`config.mk`:
```
export PLATFORM = sky130hd
export DESIGN_NAME = uart_ring_bridge
export DESIGN_NICKNAME = d
export VERILOG_FILES = /design/src/rtl/uart_ring_bridge.sv
export SDC_FILE = /design/constraint.sdc
export NUM_CORES = 1
export LEC_CHECK = 0
export BUFFER_PORTS_ARGS = -buffer_cell sky130_fd_sc_hd__buf_2
export CORE_ASPECT_RATIO = 0.6
export CORE_UTILIZATION = 50
export DETAILED_ROUTE_END_ITERATION = 10
export MAX_ROUTING_LAYER = met4
export PLACE_DENSITY = 0.79
export SYNTH_ARGS = -nofsm -noshare
export SYNTH_HDL_FRONTEND = slang
export SYNTH_SLANG_ARGS = --single-unit
```
`constraint.sdc`:
```
create_clock -name clk -period 2.15 [get_ports clk]
set_input_delay 0.43 -clock clk [delete_from_list [all_inputs] [get_ports clk]]
set_output_delay 0.43 -clock clk [all_outputs]
set_load 0.02 [all_outputs]
```
`src/rtl/uart_ring_bridge.sv`:
```
// UART <-> memory ring bridge: RX bytes go into an RX ring, and the TX ring is drained to the transmitter, all through one memory port.
// Defining UART_RING_BRIDGE_IRQ_EN adds a registered irq output.
module uart_ring_bridge #(
    parameter int AW        = 11,
    parameter int UART_BASE = 0,
    parameter int RXL       = 4,
    parameter int TXL       = 4
) (
    input  logic           clk,
    input  logic           rst,
    input  logic           rx_ready,
    input  logic [7:0]     rx_data,
    input  logic           tx_ready,
    output logic           tx_en,
    output logic [7:0]     tx_data,
    output logic           mem_we,
    output logic           mem_re,
    output logic [AW-1:0]  mem_ad,
    output logic [7:0]     mem_wd,
    input  logic [7:0]     mem_rd,
    output logic [RXL-1:0] rx_wr_ptr,
    input  logic [RXL-1:0] rx_rd_ptr,
    input  logic [TXL-1:0] tx_wr_ptr,
    output logic [TXL-1:0] tx_rd_ptr,
    output logic           rx_overrun,
    input  logic           ovr_clr
`ifdef UART_RING_BRIDGE_IRQ_EN
    ,
    output logic           irq
`endif
);
    // state    | meaning
    // IDLE     | wait for held RX byte or TX work
    // RX_WR    | write held byte into RX ring
    // TX_RD    | read next TX ring byte
    // TX_WAIT  | memory data returns, captured into tx_data
    // TX_SEND  | tx_en strobe, advance tx_rd_ptr
    // TX_GUARD | ignore tx_ready while transmitter goes busy
    typedef enum logic [2:0] {IDLE, RX_WR, TX_RD, TX_WAIT, TX_SEND, TX_GUARD} state_t;

    localparam logic [AW-1:0] RX_BASE = AW'(UART_BASE);
    localparam logic [AW-1:0] TX_BASE = AW'(UART_BASE + 2**RXL);

    state_t     state, state_nx;
    logic [7:0] rx_hold;
    logic       rx_pend;
    logic       rx_full, tx_empty, ovr_event;

    assign rx_full   = (rx_wr_ptr + RXL'(1)) == rx_rd_ptr;
    assign tx_empty  = tx_rd_ptr == tx_wr_ptr;
    // A retiring hold frees the register this cycle, so that strobe is not an overrun.
    assign ovr_event = rx_ready && rx_pend && (state != RX_WR);

    always_comb begin
        state_nx = state;
        case (state)
            IDLE: begin
                if (rx_pend && !rx_full)
                    state_nx = RX_WR;
                else if (!tx_empty && tx_ready)
                    state_nx = TX_RD;
            end
            RX_WR:    state_nx = IDLE;
            TX_RD:    state_nx = TX_WAIT;
            TX_WAIT:  state_nx = TX_SEND;
            TX_SEND:  state_nx = TX_GUARD;
            TX_GUARD: state_nx = IDLE;
            default:  state_nx = IDLE;
        endcase
    end

    always_ff @(posedge clk) begin
        if (rst) begin
            state      <= IDLE;
            rx_hold    <= 8'h00;
            rx_pend    <= 1'b0;
            rx_overrun <= 1'b0;
            rx_wr_ptr  <= '0;
            tx_rd_ptr  <= '0;
            tx_en      <= 1'b0;
            tx_data    <= 8'h00;
            mem_we     <= 1'b0;
            mem_re     <= 1'b0;
            mem_ad     <= '0;
            mem_wd     <= 8'h00;
        end else begin
            state  <= state_nx;
            // Strobes are registered from the next state so they line up with that state.
            mem_we <= (state_nx == RX_WR);
            mem_re <= (state_nx == TX_RD);
            tx_en  <= (state_nx == TX_SEND);
            if (state_nx == RX_WR) begin
                mem_ad <= RX_BASE + AW'(rx_wr_ptr);
                mem_wd <= rx_hold;
            end
            if (state_nx == TX_RD)
                mem_ad <= TX_BASE + AW'(tx_rd_ptr);
            if (state == TX_WAIT)
                tx_data <= mem_rd;
            if (state == RX_WR)
                rx_wr_ptr <= rx_wr_ptr + RXL'(1);
            if (state == TX_SEND)
                tx_rd_ptr <= tx_rd_ptr + TXL'(1);

            if (rx_ready && (!rx_pend || state == RX_WR)) begin
                rx_hold <= rx_data;
                rx_pend <= 1'b1;
            end else if (state == RX_WR) begin
                rx_pend <= 1'b0;
            end

            if (ovr_event)
                rx_overrun <= 1'b1;
            else if (ovr_clr)
                rx_overrun <= 1'b0;
        end
    end

`ifdef UART_RING_BRIDGE_IRQ_EN
    logic tx_empty_q;

    always_ff @(posedge clk) begin
        if (rst) begin
            irq        <= 1'b0;
            tx_empty_q <= 1'b1;
        end else begin
            tx_empty_q <= tx_empty;
            irq        <= (rx_wr_ptr != rx_rd_ptr) | rx_overrun | (tx_empty & ~tx_empty_q);
        end
    end
`endif

endmodule

```
# [Yosys cells after proc, flatten, opt, wreduce, memory -nomap -nowiden]
# Cells that the tools add are included.
[totals] register_bits=51 inputBits=29 wordCells=47
[op_classes] add_sub_neg=3 n_eq_ne=10 muxes=9 n_reduce_logical=13
[ops] operator="11-bit two-way mux" n=2
[ops] operator="3-bit one-hot mux with 4 select lines" n=1
[ops] operator="3-bit by 2-bit equality test with 1-bit output (second input constant)" n=3
[ops] operator="4-bit by 1-bit adder with 4-bit output (second input constant)" n=2
[ops] operator="4-bit equality test" n=2
[ops] operator="5-bit by 4-bit adder with 6-bit output (first input constant)" n=1
[ops] operator="3-bit by 1-bit equality test with 1-bit output (second input constant)" n=2
[ops] operator="3-bit equality test (second input constant)" n=2
[ops] operator="3-bit two-way mux" n=2
[ops] operator="2-bit nonzero test" n=3
[ops] operator="1-bit logical AND" n=5
[ops] operator="1-bit two-way mux" n=4
[ops] operator="1-bit logical NOT" n=3
[ops] operator="3-bit logical NOT" n=1
[ops] operator="3-bit by 1-bit != test with 1-bit output (second input constant)" n=1
[ops] operator="1-bit logical OR" n=1

# [Depth between registers and ports, before layout]
# Gate-level depths: netlist (run 1).
[depth] ltp_word=9 ltp_mapped=6 mapped_depth_nobuf=5

# [Worst setup path before layout (run 1)]
# No wires, ideal clock.
[synth_timing] kind="reg-to-reg" from="reg rx_wr_ptr[0]" to="reg mem_ad[4]" setup_time_ns=0.079 arrival_ns=1.797 required_time_ns=2.071 setup_slack_ns=0.274 stages_incl_launch_ff=7 path_buffers=1 path_cell_list="dfxtp_1 > ha_1 > xor3_1 > nor3_4 > a21oi_1 > buf_4 > a211oi_2"
[synth_via] elab_chain_cells=8 elab_cells_between_ends=10
[synth_rtl] item="start, declared" line_no="21" rtl="output logic [RXL-1:0] rx_wr_ptr,"
[synth_rtl] item="start signal, assigned" line_no="101" rtl="rx_wr_ptr <= rx_wr_ptr + RXL'(1);"
[synth_rtl] item="4-bit by 1-bit adder with 4-bit output (*)" line_no="49" rtl="assign rx_full = (rx_wr_ptr + RXL'(1)) == rx_rd_ptr;"
[synth_rtl] item="4-bit equality test (*)" line_no="49"
[synth_rtl] item="1-bit logical NOT (*)" line_no="58" rtl="if (rx_pend && !rx_full)"
[synth_rtl] item="1-bit logical AND (*)" line_no="58"
[synth_rtl] item="3-bit two-way mux (*)" line_no="58"
[synth_rtl] item="3-bit one-hot mux with 4 select lines (*)" line_no="56" rtl="case (state)"
[synth_rtl] item="3-bit by 2-bit equality test with 1-bit output / 3-bit by 1-bit equality test with 1-bit output (equally long branches)" line_no="96, 92"
[synth_rtl] item="11-bit two-way mux / 2-bit nonzero test (equally long branches)"
[synth_rtl] item="end signal, assigned" line_no="93" rtl="mem_ad <= RX_BASE + AW'(rx_wr_ptr);"
[synth_rtl] item="end signal, assigned" line_no="97" rtl="mem_ad <= TX_BASE + AW'(tx_rd_ptr);"
[synth_rtl] item="end, declared" line_no="18" rtl="output logic [AW-1:0] mem_ad,"
# Every way passes the cells marked *; elsewhere a longest branch is shown, timed or not.
# A chain may end at the register's enable or synchronous reset.

# [Worst setup path after layout (run 1)]
[layout_timing] from="reg rx_wr_ptr[0]" to="reg mem_wd[4]"
[layout_via] elab_chain_cells=7
[layout_rtl] item="4-bit by 1-bit adder with 4-bit output" line_no="49"
[layout_rtl] item="4-bit equality test" line_no="49"
[layout_rtl] item="1-bit logical NOT" line_no="58"
[layout_rtl] item="1-bit logical AND" line_no="58"
[layout_rtl] item="3-bit two-way mux" line_no="58"
[layout_rtl] item="3-bit one-hot mux with 4 select lines" line_no="56"
[layout_rtl] item="3-bit by 1-bit equality test with 1-bit output" line_no="92" rtl="if (state_nx == RX_WR) begin"
[layout_rtl] item="end signal, assigned" line_no="94" rtl="mem_wd <= rx_hold;"
[layout_rtl] item="end, declared" line_no="19" rtl="output logic [7:0] mem_wd,"
# No other way between the ends.

==> metrics.txt, run 1 <==
cell with the most instances after synthesis sky130_fd_sc_hd__dfxtp_1; number of routed nets with antenna violations 0; Placer Congestion 0.806; maximum clock insertion buffer count 2; remaining global-route overflow 0; area leader, netlist sky130_fd_sc_hd__dfxtp_1; share of Yosys cell area claimed by the top area cell type 0.435; slowest cell on the critical path sky130_fd_sc_hd__dfxtp_1; sink count of the clock tree 45; Setup TNS Final 0 ns; initial core utilization 0.544; combinational power share 0.184; total detailed-routing wirelength 4140 um; post-CTS resize count 0; post-synthesis async set-or-reset flop share 0; synthesized area divided by synthesized cell count 10.1 um2; net switching power figure 0.525 mW; largest net degree at the start of global routing 54; required time at the endpoint of the critical path 2.36 ns; share of power burned in registers 0.482; predominant post-synthesis flop cell sky130_fd_sc_hd__dfxtp_1; number of instances on the worst hold path 3; delay-heaviest family, CP flip-flops; Synth top cells by count sky130_fd_sc_hd__dfxtp_1, sky130_fd_sc_hd__mux2i_1, sky130_fd_sc_hd__nor2_1; clock tree skew after final layout 0.00554 ns; via count of the routed design 1585; first-pass GRT wire length 6720 um; worst supply voltage drop on vdd 0.433 mV; total of flip-flops plus latches after synthesis 45; Worst Tran Pin Value 0.583 ns; share of the cycle needed by the critical path after routing 0.907; Tmin final 1.95 ns; kind of path behind the tightest hold check in2reg; vias in the first global route 1398; number of violations reported at the end of detailed-routing iteration 0 59; I/O pin cnt 68; max capacitance violation total 0; Core Footprint 3810 um2; height of the chip 51.8 um; layout net count 301; post-CTS clock slew at the launch and capture registers of the worst setup and hold paths 0.09 ns; final worst-path setup slack 0.200 ns; detailed placer's ending HPWL 3060 um; number of buffers added by the clock tree synthesis step 5; synthesized instance count 204; synth unique cells 37; total setup violations reported at the end of the flow 0; count of standard-cell rows 17; largest driver fanout on the critical path 10; level count of the clock H-tree 2; arrival time at the worst endpoint 2.16 ns; overall track demand over capacity in global routing 0.209; PD cells 752 nW/um2; reg2reg path depth 6; category of the most critical setup path reg2reg; number of hold buffers added after CTS 0; count of flip-flops with a built-in enable after synthesis 0; Pint 1.38 mW; clock network fraction of total power 0.334; outcome complete, no violations; initial antenna violation count 0; fraction of layout instances using a drive strength above 1 0.310; number of buffers added on ports 61; clk root buf sky130_fd_sc_hd__clkbuf_8; fraction of the yosys area taken by sequential cells 0.435; die footprint 4410 um2; number of stages on the worst setup path 6; max-slew violation count 0; crit end category flop; pre-CTS setup slack 0.211 ns; Setup Buffers After CTS 0; post-route total power 1.91 mW; setup repair after global routing missed its margin no; flop2flop setup slack 0.20 ns; total number of yosys warnings 0; routed vias/inst 4.98; relative slew slack 0.611; Crit path largest cell delay 0.46 ns; CP bufs+invs 1; TritonCTS clock tree built; number of iterations in the first detailed-routing pass 4; total DRC errors in the routed layout 0; detailed-route wire length per cell 13.0 um; relative area change from synthesis to final layout 22.4%; Max Freq 513 MHz; Worst setup SP type flop; Hold Vio Cnt, Final 0; Die Span X 85.1 um; CP Cell Sequence ha_1, xor3_1, nor3_4, a21oi_1, buf_4, mux2i_1; Static Leakage 1.23 nW; number of diodes 0; clock latency reported for the late side of the worst-skew pair 0.30 ns; dominant cells by area after synthesis sky130_fd_sc_hd__dfxtp_1, sky130_fd_sc_hd__mux2i_1, sky130_fd_sc_hd__nand2b_1, sky130_fd_sc_hd__nor2_1, sky130_fd_sc_hd__xor2_1; switching share of power 0.276; synthesized cell area 2070 um2
## flip-flops by register name, indices dropped and copies added, names as in the netlist, 3 cells and up
register	flops
tx_data	8
state	3
tx_rd_ptr	4
mem_ad	5
rx_wr_ptr	4
mem_wd	8
rx_hold	8
## metal layers
metal  share of wire  global-route usage  vias up
li1                -                   -      813
met1            0.51               0.293      713
met2            0.42               0.297       57
met3           0.071              0.0556        2
met4          0.0044              0.0593        0
met5               0                   -        -
## final cells by class
cell class	instances	area, um2
Clock buffer	6	72.6
Clock inverter	2	38.8
Fill cell	317	1270
Inverter	4	15.0
Multi-Input combinational cell	147	1100
Sequential cell	45	901
Tap cell	47	58.8
Timing Repair Buffer	67	350
## path summary, 6_finish.rpt
check / endpoint / start
setup / recovery: mem_wd[4]$_SDFFE_PP0N_ / rx_wr_ptr[0]$_SDFFE_PP0P_
hold / removal: tx_data[5]$_SDFFE_PP0N_ / mem_rd[5]
setup reg to reg: mem_wd[4]$_SDFFE_PP0N_ / rx_wr_ptr[0]$_SDFFE_PP0P_
hold reg to reg: mem_wd[3]$_SDFFE_PP0N_ / rx_hold[3]$_SDFFE_PP0P_
## layout by cell type, fill, tap and decap left out, types with 6 or more instances in the layout
cell type                   n
sky130_fd_sc_hd__xnor2_1    6
sky130_fd_sc_hd__xor2_1     9
sky130_fd_sc_hd__nor2_1    27
sky130_fd_sc_hd__nand2b_1  21
sky130_fd_sc_hd__conb_1     6
sky130_fd_sc_hd__mux2i_1   31
sky130_fd_sc_hd__buf_4      6
sky130_fd_sc_hd__dfxtp_1   45
sky130_fd_sc_hd__buf_2     61
## power groups by stage
stage	registers (mW)	logic [mW]	clock network [mW]
after detailed placement	0.937	0.352	0
after global routing	0.926	0.384	0.692
after floorplan	0.967	0.223	0
final	0.918	0.351	0.636
after CTS	0.918	0.353	0.653
after global placement	0.935	0.346	0
## worst register-to-register path, stage by stage (launching register included)
cell	delay, ns
sky130_fd_sc_hd__dfxtp_1	0.46
sky130_fd_sc_hd__ha_1	0.28
sky130_fd_sc_hd__xor3_1	0.37
sky130_fd_sc_hd__nor3_4	0.25
sky130_fd_sc_hd__a21oi_1	0.11
sky130_fd_sc_hd__buf_4	0.21
sky130_fd_sc_hd__mux2i_1	0.19
## cell families (layout without fill, tap and decap cells)
| logic type | after synthesis | in the layout | share of synthesized area |
|---|---|---|---|
| adders and majority gates | 2 | 2 | 0.0121 |
| DFF | 45 | 45 | 0.435 |
| muxes | 31 | 31 | 0.150 |
| xor gates and xnor gates | 16 | 16 | 0.0750 |
| buffers and inverters | 17 | 79 | 0.0441 |
| other | 1 | 6 | 0.00181 |
| and+or+nand+nor | 65 | 65 | 0.166 |
| AOI/OAI and AO/OA | 27 | 27 | 0.115 |
## metrics by stage
stage	utilization	instances	hold slack, ns	instance area, um2
6_report	0.665	318	0.355	2530
5_1_grt	0.665	318	0.355	2530
4_1_cts	0.665	318	0.345	2530
3_5_place_dp	0.636	310	0.458	2420
3_3_place_gp	0.636	310	0.448	2420
2_1_floorplan	-	209	0.451	2090
Note: power is estimated with default switching activity, not from simulation.
==> run 2: changes to the inputs <==
--- a/config.mk
+++ b/config.mk
@@ -6,7 +6,7 @@
 export NUM_CORES = 1
 export LEC_CHECK = 0
 export BUFFER_PORTS_ARGS = -buffer_cell sky130_fd_sc_hd__buf_2
-export CORE_ASPECT_RATIO = 0.6
+export CORE_ASPECT_RATIO = 0.8
 export CORE_UTILIZATION = 50
 export DETAILED_ROUTE_END_ITERATION = 10
 export MAX_ROUTING_LAYER = met4
==> run 2 against run 1 <==
Against the previous run:
- highest routed layer unchanged
- largest cell class unchanged
- largest power group unchanged
- combinational power barely moved
- design area rose by 0.59%
- critical path depth unchanged
==> metrics.txt, run 2 (synthesis results as in run 1) <==
clock tree skew after final layout 0.00958 ns (was 0.00554 ns); first-pass GRT wire length 6470 um (was 6720 um); CP Cell Sequence ha_1, xor3_1, nor3_4, a21oi_1, buf_4, nor2b_1 (was ha_1, xor3_1, nor3_4, a21oi_1, buf_4, mux2i_1); routed vias/inst 4.93 (was 4.98); I/O pin cnt 68 (unchanged); initial antenna violation count 0 (unchanged); crit end category flop (unchanged); level count of the clock H-tree 2 (unchanged); share of the cycle needed by the critical path after routing 0.900 (was 0.907); relative area change from synthesis to final layout 23.1% (was 22.4%); die footprint 4400 um2 (was 4410 um2); number of iterations in the first detailed-routing pass 4 (unchanged); post-route total power 1.93 mW (was 1.91 mW); Hold Vio Cnt, Final 0 (unchanged); number of diodes 0 (unchanged); initial core utilization 0.534 (was 0.544); slowest cell on the critical path sky130_fd_sc_hd__dfxtp_1 (unchanged); clk root buf sky130_fd_sc_hd__clkbuf_8 (unchanged); largest registers ranked by flip-flop count mem_wd: 8 flops, rx_hold: 8 flops, tx_data: 8 flops (unchanged); max-slew violation count 0 (unchanged); clock latency reported for the late side of the worst-skew pair 0.29 ns (was 0.30 ns); Placer Congestion 0.811 (was 0.806); CP bufs+invs 1 (unchanged); setup repair after global routing missed its margin no (unchanged); count of standard-cell rows 20 (was 17); post-CTS resize count 0 (unchanged); Filler cells 329 (was 317); number of placed cells counting well taps 318 (was 310); number of buffers added by the clock tree synthesis step 5 (unchanged); TritonCTS clock tree built (unchanged); Static Leakage 1.24 nW (was 1.23 nW); Setup TNS Final 0 ns (unchanged); relative slew slack 0.553 (was 0.611); largest driver fanout on the critical path 10 (unchanged); detailed-route wire length per cell 12.3 um (was 13.0 um); total DRC errors in the routed layout 0 (unchanged); via count of the routed design 1606 (was 1585); number of hold buffers added after CTS 0 (unchanged); detailed placer's ending HPWL 2810 um (was 3060 um); sink count of the clock tree 45 (unchanged); number of stages on the worst setup path 6 (unchanged); Tmin final 1.93 ns (was 1.95 ns); category of the most critical setup path reg2reg (unchanged); Worst setup SP type flop (unchanged); most frequent cells in the layout sky130_fd_sc_hd__buf_2, sky130_fd_sc_hd__dfxtp_1, sky130_fd_sc_hd__mux2i_1, sky130_fd_sc_hd__nor2_1, sky130_fd_sc_hd__nand2b_1 (unchanged); outcome complete, no violations (unchanged); arrival time at the worst endpoint 2.08 ns (was 2.16 ns); kind of path behind the tightest hold check in2reg (unchanged); post-CTS clock slew at the launch and capture registers of the worst setup and hold paths 0.08 ns (was 0.09 ns); Die Span X 73.9 um (was 85.1 um); overall track demand over capacity in global routing 0.206 (was 0.209); Setup Buffers After CTS 0 (unchanged); number of cells in the finished layout apart from fillers 326 (was 318); largest net degree at the start of global routing 45 (was 54); reg2reg path depth 6 (unchanged); pre-CTS setup slack 0.252 ns (was 0.211 ns); PD cells 756 nW/um2 (was 752 nW/um2); maximum clock insertion buffer count 2 (unchanged); worst supply voltage drop on vdd 0.449 mV (was 0.433 mV); layout net count 301 (unchanged); number of routed nets with antenna violations 0 (unchanged); fraction of layout instances using a drive strength above 1 0.310 (unchanged); remaining global-route overflow 0 (unchanged); delay-heaviest family, CP flip-flops (unchanged); Core Footprint 3880 um2 (was 3810 um2); total setup violations reported at the end of the flow 0 (unchanged); area taken by flip-flops and latches 901 um2 (unchanged); height of the chip 59.5 um (was 51.8 um); most common cell after layout, fill and taps aside sky130_fd_sc_hd__buf_2 (unchanged); total detailed-routing wirelength 4000 um (was 4140 um); final worst-path setup slack 0.216 ns (was 0.200 ns); number of buffers added on ports 61 (unchanged); number of violations reported at the end of detailed-routing iteration 0 93 (was 59); Max Freq 517 MHz (was 513 MHz); Crit path largest cell delay 0.46 ns (about the same); required time at the endpoint of the critical path 2.30 ns (was 2.36 ns); number of instances on the worst hold path 3 (unchanged); Worst Tran Pin Value 0.670 ns (was 0.583 ns); worst hold slack 0.363 ns (was 0.355 ns); vias in the first global route 1435 (was 1398); Multi-input gate area 1100 um2 (unchanged); max capacitance violation total 0 (unchanged)
[run 2: cell types whose count changed in the layout (fill, tap and decap cells not counted), sizes merged]
cell,before,now
clkbuf,6,7
clkinv,1,0
[run 2: worst min-delay path: stages]
cell and delay, ns:
sky130_fd_sc_hd__buf_2 0.07, sky130_fd_sc_hd__mux2i_1 0.05, sky130_fd_sc_hd__nor2_1 0.07
[run 2: metrics by stage]
step	util	cell area [um2]
after global routing	0.657	2550
after floorplan	-	2090
after detailed placement	0.627	2430
after global placement	0.627	2430
after CTS	0.657	2550
final	0.657	2550
[run 2: report_power, final]
part           switching, mW  total (mW)  internal (mW)  leakage (nW)
Combinational          0.199       0.352          0.153         0.811
Clock                  0.275       0.654          0.379        0.0585
Sequential            0.0395       0.919          0.879         0.366
[run 2: layout make-up]
| type | instances | area share |
|---|---|---|
| tap | 55 | 0.0270 |
| inverter | 4 | 0.00589 |
| multi-input combinational | 147 | 0.430 |
| clock buffer | 7 | 0.0339 |
| timing repair buffer | 67 | 0.138 |
| clock inverter | 1 | 0.0118 |
| sequential | 45 | 0.354 |
[run 2: per-layer routing]
metal / up-vias / share of wire / track usage
met2: 47 / 0.44 / 0.297
li1: 818 / - / -
met1: 737 / 0.49 / 0.274
met5: - / 0 / -
met4: 0 / 0.014 / 0.0907
met3: 4 / 0.052 / 0.0476
[run 2: worst paths after layout]
path	from	end	slack (ns)
hold / removal	mem_rd[5]	tx_data[5]$_SDFFE_PP0N_	0.36
setup reg to reg	rx_wr_ptr[0]$_SDFFE_PP0P_	mem_we$_SDFF_PP0_	0.22
hold reg to reg	rx_hold[5]$_SDFFE_PP0P_	mem_wd[5]$_SDFFE_PP0N_	0.47
setup / recovery	rx_wr_ptr[0]$_SDFFE_PP0P_	mem_we$_SDFF_PP0_	0.22
==> run 3: changes to the inputs <==
==> constraint.sdc (replaced) <==
create_clock -name clk -period 2.02 [get_ports clk]
set_input_delay 0.404 -clock clk [delete_from_list [all_inputs] [get_ports clk]]
set_output_delay 0.404 -clock clk [all_outputs]
set_load 0.02 [all_outputs]
==> run 3 against run 2 <==
Against the previous run:
- wire length is 4.9% lower
- sequential cell count did not move
- sequential share of layout area rose by 0.12 points
- global-route usage fell by 1.4 points
- register-to-register slack worse by 0.03 ns
- die area is the same
- clock power shrank 15%
- count of clock-buffer cells in the layout shrank 1
- sequential power rose by 5.8%
- non-clock buffer count increased by 1
==> metrics.txt, run 3 (synthesis results as in run 1) <==
outcome complete, no violations (unchanged); total DRC errors in the routed layout 0 (unchanged); max-slew violation count 0 (unchanged); detailed-route wire length per cell 11.6 um (was 12.3 um); vias in the first global route 1299 (was 1435); number of routed nets with antenna violations 0 (unchanged); most frequent cells in the layout sky130_fd_sc_hd__buf_2, sky130_fd_sc_hd__dfxtp_1, sky130_fd_sc_hd__mux2i_1, sky130_fd_sc_hd__nor2_1, sky130_fd_sc_hd__nand2b_1 (unchanged); Tmin final 1.83 ns (was 1.93 ns); setup repair after global routing missed its margin no (unchanged); Crit Reg-Reg Endpoint mem_ad[4]$_SDFFE_PP0P_ (was mem_we$_SDFF_PP0_); Core Footprint 3880 um2 (unchanged); number of placed cells counting well taps 319 (was 318); clk root buf sky130_fd_sc_hd__clkbuf_8 (unchanged); maximum clock insertion buffer count 2 (unchanged); total detailed-routing wirelength 3800 um (was 4000 um); crit end category flop (unchanged); largest driver fanout on the critical path 10 (unchanged); Static Leakage 1.22 nW (was 1.24 nW); TritonCTS clock tree built (unchanged); number of cells in the finished layout apart from fillers 327 (was 326); post-CTS resize count 0 (unchanged); share of the cycle needed by the critical path after routing 0.906 (was 0.900); met1 Track Usage GR 0.257 (was 0.274); Worst Tran Pin Value 0.560 ns (was 0.670 ns); number of buffers added by the clock tree synthesis step 5 (unchanged); required time at the endpoint of the critical path 2.25 ns (was 2.30 ns); worst supply voltage drop on vdd 0.544 mV (was 0.449 mV); number of iterations in the first detailed-routing pass 4 (unchanged); category of the most critical setup path reg2reg (unchanged); overall track demand over capacity in global routing 0.192 (was 0.206); layout net count 302 (was 301); clock tree skew after final layout 0.00666 ns (was 0.00958 ns); worst-case hold path end point rx_hold[1]$_SDFFE_PP0P_ (was tx_data[5]$_SDFFE_PP0N_); Setup Buffers After CTS 0 (unchanged); initial core utilization 0.534 (unchanged); most common cell after layout, fill and taps aside sky130_fd_sc_hd__buf_2 (unchanged); number of violations reported at the end of detailed-routing iteration 0 59 (was 93); met3 track utilization from global routing 0.0714 (was 0.0476); largest registers ranked by flip-flop count mem_wd: 8 flops, rx_hold: 8 flops, tx_data: 8 flops (unchanged); relative slew slack 0.625 (was 0.553); post-CTS clock slew at the launch and capture registers of the worst setup and hold paths 0.09 ns (was 0.08 ns); total setup violations reported at the end of the flow 0 (unchanged); kind of path behind the tightest hold check in2reg (unchanged); flop2flop setup slack 0.19 ns (was 0.22 ns); relative area change from synthesis to final layout 22.7% (was 23.1%); routed vias/inst 4.87 (was 4.93); Setup TNS Final 0 ns (unchanged); r2r startpoint rx_wr_ptr[1]$_SDFFE_PP0P_ (was rx_wr_ptr[0]$_SDFFE_PP0P_); number of hold buffers added after CTS 0 (unchanged); I/O pin cnt 68 (unchanged); Placer Congestion 0.834 (was 0.811); die footprint 4400 um2 (unchanged); number of buffers added on ports 61 (unchanged); number of diodes 0 (unchanged); height of the chip 59.5 um (unchanged); arrival time at the worst endpoint 2.06 ns (was 2.08 ns); count of standard-cell rows 20 (unchanged); number of instances on the worst hold path 3 (unchanged); max capacitance violation total 0 (unchanged); clock latency reported for the late side of the worst-skew pair 0.30 ns (was 0.29 ns); Die Span X 73.9 um (unchanged); level count of the clock H-tree 2 (unchanged); Hold Vio Cnt, Final 0 (unchanged); sink count of the clock tree 45 (unchanged); fraction of layout instances using a drive strength above 1 0.313 (was 0.310); first-pass GRT wire length 5960 um (was 6470 um); grt peak-use layer met2 (unchanged); remaining global-route overflow 0 (unchanged); detailed placer's ending HPWL 2660 um (was 2810 um); via count of the routed design 1592 (was 1606); hold path start rx_data[1] (was mem_rd[5]); Worst setup SP type flop (unchanged); initial antenna violation count 0 (unchanged); reg2reg path depth 6 (unchanged); Max Freq 546 MHz (was 517 MHz); largest net degree at the start of global routing 54 (was 45); PD cells 752 nW/um2 (was 756 nW/um2); M2 GR Usage 0.258 (was 0.297)
run 3: worst max path at each step:
stage | depth (start not counted) | slack [ns] | start | to
floorplan | 6 | 0.14 | rx_wr_ptr[0]$_SDFFE_PP0P_ | mem_ad[4]$_SDFFE_PP0P_
global placement | 6 | 0.25 | rx_wr_ptr[1]$_SDFFE_PP0P_ | mem_ad[4]$_SDFFE_PP0P_
detailed placement | 6 | 0.19 | rx_wr_ptr[1]$_SDFFE_PP0P_ | mem_ad[4]$_SDFFE_PP0P_
CTS | 6 | 0.17 | rx_wr_ptr[1]$_SDFFE_PP0P_ | mem_ad[4]$_SDFFE_PP0P_
global route | 6 | 0.07 | rx_wr_ptr[1]$_SDFFE_PP0P_ | mem_wd[5]$_SDFFE_PP0N_
finish | 6 | 0.19 | rx_wr_ptr[1]$_SDFFE_PP0P_ | mem_ad[4]$_SDFFE_PP0P_
run 3: layout make-up:
cell class	count	area [um2]
Clock buffer	6	72.6
Clock inverter	2	15.0
Fill cell	329	1340
Inverter	4	15.0
Multi-Input combinational cell	147	1100
Sequential cell	45	901
Tap cell	55	68.8
Timing Repair Buffer	68	370
run 3: per-layer routing:
| layer | wire length [um] | vias up |
|---|---|---|
| met5 | 0 | - |
| met4 | 58 | 0 |
| met3 | 205 | 6 |
| met2 | 1510 | 47 |
| met1 | 2030 | 720 |
| li1 | - | 819 |
run 3: power breakdown:
part	switching (mW)	internal [mW]
sequential	0.0363	0.936
combinational	0.215	0.170
clock	0.310	0.244
run 3: critical path: stages (launching register included):
cell	delay, ns
sky130_fd_sc_hd__dfxtp_1	0.40
sky130_fd_sc_hd__ha_1	0.25
sky130_fd_sc_hd__xor3_1	0.36
sky130_fd_sc_hd__nor3_4	0.23
sky130_fd_sc_hd__a21oi_1	0.11
sky130_fd_sc_hd__buf_4	0.22
sky130_fd_sc_hd__a211oi_2	0.19
run 3: stage by stage:
stage	util	cell area [um2]	worst slack (ns)	hold WS, ns	power [mW]
after floorplan	-	2090	0.144	0.451	1.27
final	0.655	2540	0.190	0.325	1.91
after detailed placement	0.632	2450	0.185	0.456	1.38
after global placement	0.632	2450	0.247	0.455	1.37
after CTS	0.655	2540	0.174	0.324	1.92
after global routing	0.655	2540	0.0654	0.328	2.01
